### config.mk
export PLATFORM = sky130hd
export DESIGN_NAME = decide_across_bin
export DESIGN_NICKNAME = d
export VERILOG_FILES = /design/src/rtl/decide_across_bin_pkg.sv /design/src/rtl/decide_across_bin.sv
export SDC_FILE = /design/constraint.sdc
export NUM_CORES = 1
export LEC_CHECK = 0
export CAP_MARGIN = 30
export CORE_MARGIN = 10
export CORE_UTILIZATION = 67
export CTS_CLUSTER_SIZE = 20
export DETAILED_ROUTE_END_ITERATION = 7
export DONT_BUFFER_PORTS = 1
export GPL_ROUTABILITY_DRIVEN = 0
export GPL_TIMING_DRIVEN = 0
export MAX_ROUTING_LAYER = met4
export PLACE_DENSITY = 0.88
export REMOVE_ABC_BUFFERS = 1
export SYNTH_ARGS = -nofsm -noshare
export SYNTH_HDL_FRONTEND = slang
export SYNTH_SLANG_ARGS = --single-unit
### constraint.sdc
create_clock -name clk -period 3.9 [get_ports clk]
set_clock_uncertainty 0.2 [all_clocks]
set_input_delay 0.39 -clock clk [delete_from_list [all_inputs] [get_ports clk]]
set_output_delay 0.39 -clock clk [all_outputs]
set_load 0.01 [all_outputs]
### src/rtl/decide_across_bin_pkg.sv
// rtl/decide_across_bin_pkg.sv - bin-manager shared encodings, var-states word layout and pack helpers
package decide_across_bin_pkg;

  localparam int BM_WIDTH_VAR             = 12;
  localparam int BM_WIDTH_LVL             = 16;
  localparam int BM_WIDTH_VAR_STATES      = 30;
  localparam int BM_ADDR_WIDTH_VAR_STATES = 9;

  // value[2:0] sits directly above the level field; bits above value are zero on write
  localparam int VS_LVL_LSB = 0;
  localparam int VS_VAL_LSB = BM_WIDTH_LVL;

  typedef enum logic [1:0] {
    VAL_UNASSIGNED = 2'b00,
    VAL_FALSE      = 2'b01,
    VAL_TRUE       = 2'b10
  } val_e;

  typedef enum logic [1:0] {
    ST_IDLE  = 2'd0,
    ST_SCAN  = 2'd1,
    ST_WRITE = 2'd2,
    ST_DONE  = 2'd3
  } state_e;

  function automatic logic [BM_WIDTH_VAR_STATES-1:0] vs_pack(
    input val_e                    pol,
    input logic                    implied,
    input logic [BM_WIDTH_LVL-1:0] lvl
  );
    logic [BM_WIDTH_VAR_STATES-1:0] word;
    word                            = '0;
    word[VS_VAL_LSB +: 3]           = {pol, implied};
    word[VS_LVL_LSB +: BM_WIDTH_LVL] = lvl;
    return word;
  endfunction

  function automatic val_e vs_polarity(input logic [BM_WIDTH_VAR_STATES-1:0] word);
    return val_e'(word[VS_VAL_LSB+1 +: 2]);
  endfunction

endpackage

### src/rtl/decide_across_bin.sv
// rtl/decide_across_bin.sv - scans var-states RAM for the first unassigned variable and writes a new decision
// Optional trace output: define DEBUG_DECIDE_ACROSS_BIN_EN
module decide_across_bin
  import decide_across_bin_pkg::*;
#(
  parameter int WIDTH_VAR             = BM_WIDTH_VAR,
  parameter int WIDTH_LVL             = BM_WIDTH_LVL,
  parameter int WIDTH_VAR_STATES      = BM_WIDTH_VAR_STATES,
  parameter int ADDR_WIDTH_VAR_STATES = BM_ADDR_WIDTH_VAR_STATES
) (
  input  logic                             clk,
  input  logic                             rst,
  input  logic                             start_dcd_i,
  input  logic [WIDTH_VAR-1:0]             nv_all_i,
  input  logic [WIDTH_LVL-1:0]             cur_lvl_i,
  output logic                             apply_dcd_o,
  output logic                             done_dcd_o,
  output logic                             all_assigned_o,
  output logic [WIDTH_VAR-1:0]             dcd_var_o,
  output logic [WIDTH_LVL-1:0]             dcd_lvl_o,
  output logic [ADDR_WIDTH_VAR_STATES-1:0] ram_raddr_vs_o,
  input  logic [WIDTH_VAR_STATES-1:0]      ram_rdata_vs_i,
  output logic                             ram_we_vs_o,
  output logic [ADDR_WIDTH_VAR_STATES-1:0] ram_waddr_vs_o,
  output logic [WIDTH_VAR_STATES-1:0]      ram_wdata_vs_o
);

  state_e                           r_state, w_next;
  logic [WIDTH_VAR-1:0]             r_issue_cnt, r_rd_addr, r_chk_addr, r_dcd_var;
  logic [WIDTH_LVL-1:0]             r_dcd_lvl;
  logic                             r_rd_pend, r_chk_v, r_fin;
  logic                             r_apply, r_done, r_all, r_we;
  logic [ADDR_WIDTH_VAR_STATES-1:0] r_raddr, r_waddr;
  logic [WIDTH_VAR_STATES-1:0]      r_wdata;
  logic                             w_issue, w_hit, w_last;

  // r_chk_v/r_chk_addr track the address whose data is on ram_rdata_vs_i this cycle
  assign w_issue = (r_state == ST_SCAN) && (r_issue_cnt < nv_all_i);
  assign w_hit   = (r_state == ST_SCAN) && !r_fin && r_chk_v &&
                   (vs_polarity(ram_rdata_vs_i) == VAL_UNASSIGNED);
  assign w_last  = (r_state == ST_SCAN) && r_chk_v && (r_chk_addr == nv_all_i - WIDTH_VAR'(1));

  always_comb begin
    w_next = r_state;
    case (r_state)
      ST_IDLE:  if (start_dcd_i) w_next = ST_SCAN;
      ST_SCAN: begin
        if (r_fin)      w_next = ST_DONE;
        else if (w_hit) w_next = ST_WRITE;
      end
      ST_WRITE: w_next = ST_DONE;
      ST_DONE:  w_next = ST_IDLE;
      default:  w_next = ST_IDLE;
    endcase
  end

  always_ff @(posedge clk) begin
    if (!rst) begin
      r_state     <= ST_IDLE;
      r_issue_cnt <= '0;
      r_rd_addr   <= '0;
      r_chk_addr  <= '0;
      r_rd_pend   <= 1'b0;
      r_chk_v     <= 1'b0;
      r_fin       <= 1'b0;
      r_apply     <= 1'b0;
      r_done      <= 1'b0;
      r_all       <= 1'b0;
      r_we        <= 1'b0;
      r_dcd_var   <= '0;
      r_dcd_lvl   <= '0;
      r_raddr     <= '0;
      r_waddr     <= '0;
      r_wdata     <= '0;
    end else begin
      r_state    <= w_next;
      r_apply    <= (w_next != ST_IDLE);
      r_we       <= 1'b0;
      r_done     <= 1'b0;
      r_rd_pend  <= w_issue;
      r_chk_v    <= r_rd_pend;
      r_chk_addr <= r_rd_addr;
      if (w_issue) begin
        r_raddr     <= r_issue_cnt[ADDR_WIDTH_VAR_STATES-1:0];
        r_rd_addr   <= r_issue_cnt;
        r_issue_cnt <= r_issue_cnt + WIDTH_VAR'(1);
      end
      case (r_state)
        ST_IDLE: begin
          if (start_dcd_i) begin
            r_issue_cnt <= '0;
            // an empty range finishes after one SCAN cycle, same as the end of a full scan
            r_fin       <= (nv_all_i == '0);
            r_all       <= 1'b0;
            r_dcd_var   <= '0;
            r_dcd_lvl   <= cur_lvl_i + WIDTH_LVL'(1);
          end
        end
        ST_SCAN: begin
          if (r_fin) begin
            r_done <= 1'b1;
            r_all  <= 1'b1;
          end else if (w_hit) begin
            r_we      <= 1'b1;
            r_waddr   <= r_chk_addr[ADDR_WIDTH_VAR_STATES-1:0];
            r_wdata   <= vs_pack(VAL_FALSE, 1'b0, r_dcd_lvl);
            r_dcd_var <= r_chk_addr;
          end else if (w_last) begin
            r_fin <= 1'b1;
          end
        end
        ST_WRITE: r_done <= 1'b1;
        default: ;
      endcase
    end
  end

  assign apply_dcd_o    = r_apply;
  assign done_dcd_o     = r_done;
  assign all_assigned_o = r_all;
  assign dcd_var_o      = r_dcd_var;
  assign dcd_lvl_o      = r_dcd_lvl;
  assign ram_raddr_vs_o = r_raddr;
  assign ram_we_vs_o    = r_we;
  assign ram_waddr_vs_o = r_waddr;
  assign ram_wdata_vs_o = r_wdata;

`ifdef DEBUG_DECIDE_ACROSS_BIN_EN
  always_ff @(posedge clk) begin
    if (rst && (w_next != r_state))
      $display("%1tns [decide_across_bin] state %s -> %s", $time, r_state.name(), w_next.name());
    if (rst && w_hit)
      $display("%1tns [decide_across_bin] decide var %0d lvl %0d", $time, r_chk_addr, r_dcd_lvl);
    if (rst && r_fin && (r_state == ST_SCAN))
      $display("%1tns [decide_across_bin] all assigned", $time);
  end
`else
`endif

endmodule
==> results.md, run 1 <==
* Maximum VDD drop at 0.2263 mV
* Worst slew pin tran at 1015 ps
* Synth top area share at between 40% and 50%
* Seq cells post-synth at 99
* Post-synth top cells: dfxtp_1, nand2_1, a21oi_1, nand3_1, nor2_1
* Sequential Power Share at between 50% and 60%
* Ratio of cells with drive above 1 in the final layout at between 4 and 5%
* Vias in the first global route at 3814
* Area grow syn2layout at 3.645%
* Worst-Skew Late Latency at 360 ps
* Internal power at 1.414 mW
* Critical Path Source Type: flop
* IO Count at 141
* Data required time at the worst endpoint at 3930 ps
* Non-filler cells in the finished layout at 658
* Status: finished, final reports clean
* Sw frac at 26.40%
* Port bufs at 0
* RSZ-0062 raised after global routing: false
* Final setup fails at 0
* Pre-CTS WS at 228.7 ps
* Wire per inst at 17.76 um
* Synth unique cells at 49
* Synth Warn # at 0
* First-pass DRT Iterations at 5
* Seq/Total Area, Yosys at ~42%
* Final Cycle Share at between 80% and 90%
* H-Tree Depth at 3
* Post-route setup TNS at 0 ps
* Diodes inserted at 0
* Setup Crit Path Kind: flop to flop
* Net Sw Power at roughly 510 uW
* Die W at 103.8 um
* Initial DRC Count at ~190
* Post-route ant nets at 0
* Die height at 103.8 um
* Final hold vios at 0
* Initial Util at 69.23%
* Crit path max fanout at 28
* Crit. End Element: flop
* FP Rows at 30
* Die ar. at 10770 um^2
* Tot Pwr at between 1.5 and 2 mW
* Largest cells by area after synthesis: dfxtp_1, a21oi_1, nand2_1, ha_1, nand3_1
* Max-slew violation count at 0
* First-pass GRT wire length at 19200 um
* Antenna violations before repair at 0
* Setup ws final at 523.6 ps
* Power per Cell Area at around 400 nW/um^2
* Post-synth EDFFs at 0
* Core area at 6794 um^2
* Fmax at 296.2 MHz
* Overflow after GRT at 0
* Most frequent cell after synthesis: dfxtp_1
* Slew headroom at between 30% and 40%
* Post-CTS Setup Inserts at 0
* CTS tree: yes
* CTS root buffer: clkbuf_8
* Leakage power at about 1.7 nW
* Hpwl dp at 8655 um
* Largest net degree at the start of global routing at 52
* Critical path arrival at 3410 ps
* Drc violations at 0
* Clk pin slew, worst setup/hold paths at approximately 100 ps
* Via count at 4013
* Mean Syn Cell Area at 8.095 um^2
* Area leader, netlist: dfxtp_1
* CTS Buffer Depth at 2
* Placed inst area at 4643 um^2
* CTS Buf Count at 9
* Post-Synthesis Cells at 581
* Synth Cell Area at 4703 um^2
* Main synth FF type: dfxtp_1
* Asr flop ratio synth at 0%
* Dpl cells at about 640
* Clk network pwr share at around a third
* Clk sinks at 99
* Combinational share of power at 9.9%
* Max cap viols at 0
* Vias per inst at 6.099
* Final Cell Area at a little under 5000 um^2
* Fill count at roughly 540
* Total Wirelength at 11680 um
* Worst hold path class: primary input to flop
* GRT Util Overall at 21.69%
* Final Critical Period at 3376 ps
* Fin nets at 635
[cells in the final DEF (no fill, tap or decap), drive strengths merged, types with 5 or more instances in the layout]
master / netlist / routed
o31ai: 7 / 7
o21ai: 25 / 25
nand2: 87 / 87
nand3: 42 / 42
xor2: 12 / 12
ha: 17 / 17
xnor2: 12 / 12
a211oi: 14 / 14
inv: 21 / 22
dfxtp: 99 / 99
nor4: 6 / 6
nand2b: 5 / 5
clkbuf: 24 / 10
a21oi: 68 / 68
or3: 6 / 6
and2: 15 / 15
conb: 1 / 13
nor2: 32 / 32
nand4: 8 / 8
or4: 6 / 6
nor3: 9 / 9
[power groups by stage]
| stage | clock [mW] | combinational (mW) | sequential (mW) |
|---|---|---|---|
| CTS | 0.666 | 0.188 | 1.07 |
| global placement | 0 | 0.161 | 1.09 |
| finish | 0.664 | 0.190 | 1.07 |
| global route | 0.719 | 0.215 | 1.07 |
| floorplan | 0 | 0.132 | 1.08 |
| detailed placement | 0 | 0.182 | 1.09 |
[cells by family after synthesis]
group                      after synthesis  share of synthesized area [%]
AOI/OAI and AO/OA                      130                          16.31
xor gates and xnor gates                24                          4.469
adders and majority gates               17                          4.522
buffers and inverters                   75                          8.034
DFF                                     99                          42.14
muxes                                    4                         0.8513
other                                    1                        0.07973
and+or+nand+nor                        231                          23.60
[worst paths after layout]
kind / from / to / slack [ps] / cells after the start
worst min-delay path: cur_lvl_i[10] / dcd_lvl_o[10]$_SDFFE_PN0P_ / 30 / 2
worst max register to register: r_state[1]$_SDFF_PN0_ / r_fin$_SDFFE_PN0P_ / 520 / 8
worst max-delay path: r_state[1]$_SDFF_PN0_ / r_fin$_SDFFE_PN0P_ / 520 / 8
worst min register to register: r_rd_addr[9]$_SDFFE_PN0N_ / r_chk_addr[9]$_SDFF_PN0_ / 250 / 1
[sequential cells by signal, indices dropped and copies added (netlist names), 2 cells and up]
name and cells:
r_issue_cnt 12, r_chk_addr 12, r_state 2, ram_waddr_vs_o 9
r_rd_addr 12, dcd_lvl_o 16, dcd_var_o 12, ram_wdata_vs_o 17
[timing repair]
action / 4_1_cts / 5_1_grt
gates resized for setup: 0 / 1
endpoints found under the setup margin: 0 / 10
endpoints found under the hold margin: 17 / 0
hold buffers: 3 / 0
[layout make-up]
type | instances | area, um^2 | area share [%]
Clock inverter | 6 | 62.56 | 1.283
Tap cell | 96 | 120.1 | 2.464
Clock buffer | 10 | 137.6 | 2.823
Sequential cell | 99 | 1982 | 40.66
Inverter | 21 | 78.83 | 1.617
Multi-Input combinational cell | 419 | 2397 | 49.18
Timing Repair Buffer | 7 | 96.34 | 1.976
[metrics by stage]
stage,utilization [%],hold slack [ps]
6_report,71.75,30.80
2_1_floorplan,-,211.8
4_1_cts,71.73,24.11
5_1_grt,71.75,13.28
3_3_place_gp,67.26,215.7
3_5_place_dp,68.34,221.5
[worst max-delay path, cell delays in order (launching register included)]
cell and delay (ps):
dfxtp_1 330, inv_1 100, ha_1 390, nor2b_1 770, nand2_1 830, nand4_1 340
nor4b_1 80, o311ai_0 100, a21oi_1 110
[layer usage]
layer  part of all wire [%]  track usage, %
met5                      0               -
met2                     50           35.72
met3                    8.6           6.629
met1                     40           24.59
met4                    1.7           7.157
Note: power is estimated with default switching activity, not from simulation.
==> run 2: changes to the inputs <==
--- a/config.mk
+++ b/config.mk
@@ -6,15 +6,17 @@
 export NUM_CORES = 1
 export LEC_CHECK = 0
 export CAP_MARGIN = 30
+export CELL_PAD_IN_SITES_DETAIL_PLACEMENT = 1
+export CELL_PAD_IN_SITES_GLOBAL_PLACEMENT = 2
 export CORE_MARGIN = 10
-export CORE_UTILIZATION = 67
-export CTS_CLUSTER_SIZE = 20
+export CORE_UTILIZATION = 38
+export CTS_CLUSTER_SIZE = 12
 export DETAILED_ROUTE_END_ITERATION = 7
 export DONT_BUFFER_PORTS = 1
 export GPL_ROUTABILITY_DRIVEN = 0
 export GPL_TIMING_DRIVEN = 0
 export MAX_ROUTING_LAYER = met4
-export PLACE_DENSITY = 0.88
+export PLACE_DENSITY_LB_ADDON = 0.1
 export REMOVE_ABC_BUFFERS = 1
 export SYNTH_ARGS = -nofsm -noshare
 export SYNTH_HDL_FRONTEND = slang
==> results.md, run 2 (same netlist as run 1, synthesis figures left out) <==
* Total Wirelength at 13990 um
* Internal power at 1.622 mW
* RSZ-0062 raised after global routing: false
* CTS tree: yes
* Highest-count cells in the layout ignoring fill and taps: dfxtp_1, nand2_1, a21oi_1
* Vias per inst at 5.307
* Net Sw Power at 578.8 uW
* WL met1 at 6263 um
* Pre-CTS WS at around 630 ps
* Commonest non-fill, non-tap cell in the layout: dfxtp_1
* Fin nets at 637
* Clk network pwr share at 42.6%
* Data required time at the worst endpoint at 3930 ps
* Setup Crit Path Kind: flop to flop
* Ratio of cells with drive above 1 in the final layout at 4.965%
* IO Count at 141
* Post-CTS Setup Inserts at 0
* Status: finished, final reports clean
* Antenna violations before repair at 0
* Sequential Power Share at 48.5%
* GRT Util Overall at 16.44%
* Reg-to-reg endpoint: r_fin$_SDFFE_PN0P_
* Final setup fails at 0
* Worst r2r path cells at 9
* CTS root buffer: clkbuf_16
* Clk sinks at roughly 100
* Combinational share of power at 8.9%
* Initial Util at between 30% and 40%
* Multi-input logic area at between 2000 and 2500 um^2
* Vias in the first global route at 3952
* Fmax at ~310 MHz
* Max layer used: met4
* Met2 WL at approximately 6700 um
* Worst hold path class: primary input to flop
* Power per Cell Area at 428.9 nW/um^2
* Cts repair resizes at 0
* Setup ws final at 629.4 ps
* CTS Buf Count at 9
* Leakage power at between 1.5 and 2 nW
* Initial DRC Count at 215
* Final Cycle Share at 83.86%
* Reg2reg start: r_state[1]$_SDFF_PN0_
* Slew headroom at 34.27%
* Via count at 3890
* First-pass DRT Iterations at 4
* Clk pin slew, worst setup/hold paths at 70 ps
* Crit. End Element: flop
* Drc violations at 0
* Hold_buf cts at 2
* Worst-Skew Late Latency at 350 ps
* Sw frac at 26.29%
* CTS Buffer Depth at 2
* Hold path depth at 1
* Critical path arrival at 3300 ps
* Wire per inst at 19.09 um
* R2R setup slack at 630 ps
* H-Tree Depth at 3
* Post-route setup TNS at 0 ps
* Final hold vios at 0
* Hold worst-path end: r_chk_addr[6]$_SDFF_PN0_
* Port bufs at 0
* Min-delay src: rst
* Overflow after GRT at 0
* First-pass GRT wire length at approximately 22000 um
* Die W at roughly 130 um
* Max cap viols at 0
* Critical Path Source Type: flop
* Final Critical Period at 3271 ps
* Hold Worst Slack at between 20 and 25 ps
* Tot Pwr at 2.201 mW
* Area grow syn2layout at 9.125%
* Maximum VDD drop at 0.2108 mV
* Worst slew pin tran at 984.0 ps
* Post-route ant nets at 0
* Largest net degree at the start of global routing at 44
* Fill count at 1463
* DR WL met3 at approximately 830 um
* Die height at 131.3 um
* Crit path max fanout at 18
* Max reg flops at 17
* Max-slew violation count at 0
* Final Core Density at between 40% and 50%
* Core area at 12060 um^2
* FP Rows at 40
* Register area at between 1500 and 2000 um^2
* Hpwl dp at about 10000 um
* Die ar. at 17230 um^2
run 2: cell types whose count changed in the layout (fill, tap and decap cells not counted), sizes merged:
cell,previous run,this run
buf,4,7
clkinv,4,2
clkinvlp,0,1
diode,0,1
dlygate4sd3,3,2
inv,22,23
run 2: critical path, cell delays in order, from the launching register on:
cell      delay (ps)
dfxtp_1          310
inv_1             90
ha_1             380
nor2b_1          840
nand2_1          560
buf_16           330
nand4_1          110
nor4b_1           80
o311ai_0         130
a21oi_1          120
run 2: cell type report:
class                   count  area share (%)
diodes                      1         0.04876
clock buffers              10           4.656
clock inverters             6           1.390
inverters                  21           1.536
multi-input cells         419           46.68
flip-flops and latches     99           38.62
well taps                 168           4.096
repair buffers              9           2.974
run 2: how the worst max path moves through the flow:
stage / from / end / slack (ps) / cells after the start
2_1_floorplan: r_state[1]$_SDFF_PN0_ / dcd_var_o[0]$_SDFFE_PN0P_ / 960 / 7
3_3_place_gp: r_state[1]$_SDFF_PN0_ / dcd_var_o[2]$_SDFFE_PN0P_ / -220 / 7
3_5_place_dp: r_state[1]$_SDFF_PN0_ / r_fin$_SDFFE_PN0P_ / 630 / 9
4_1_cts: r_state[1]$_SDFF_PN0_ / r_fin$_SDFFE_PN0P_ / 630 / 9
5_1_grt: r_state[1]$_SDFF_PN0_ / r_fin$_SDFFE_PN0P_ / 300 / 9
6_report: r_state[1]$_SDFF_PN0_ / r_fin$_SDFFE_PN0P_ / 630 / 9
run 2: layer usage:
| metal | track usage (%) | vias to the layer above |
|---|---|---|
| met5 | - | - |
| met4 | 5.253 | 0 |
| met3 | 4.649 | 15 |
| met2 | 26.26 | 72 |
| met1 | 19.61 | 1855 |
| li1 | - | 1948 |
run 2: through the flow:
| stage | cells | area [um^2] |
|---|---|---|
| detailed placement | 714 | 4800 |
| global route | 732 | 5130 |
| global placement | 707 | 4659 |
| CTS | 732 | 5130 |
| finish | 733 | 5132 |
| floorplan | 539 | 4449 |
run 2: power by group through the flow:
stage | combinational [mW] | sequential (mW) | clock [mW]
after floorplan | 0.132 | 1.08 | 0
after global placement | 0.173 | 1.09 | 0
after detailed placement | 0.193 | 1.09 | 0
after CTS | 0.198 | 1.07 | 0.973
after global routing | 0.223 | 1.07 | 1.02
final | 0.196 | 1.07 | 0.937
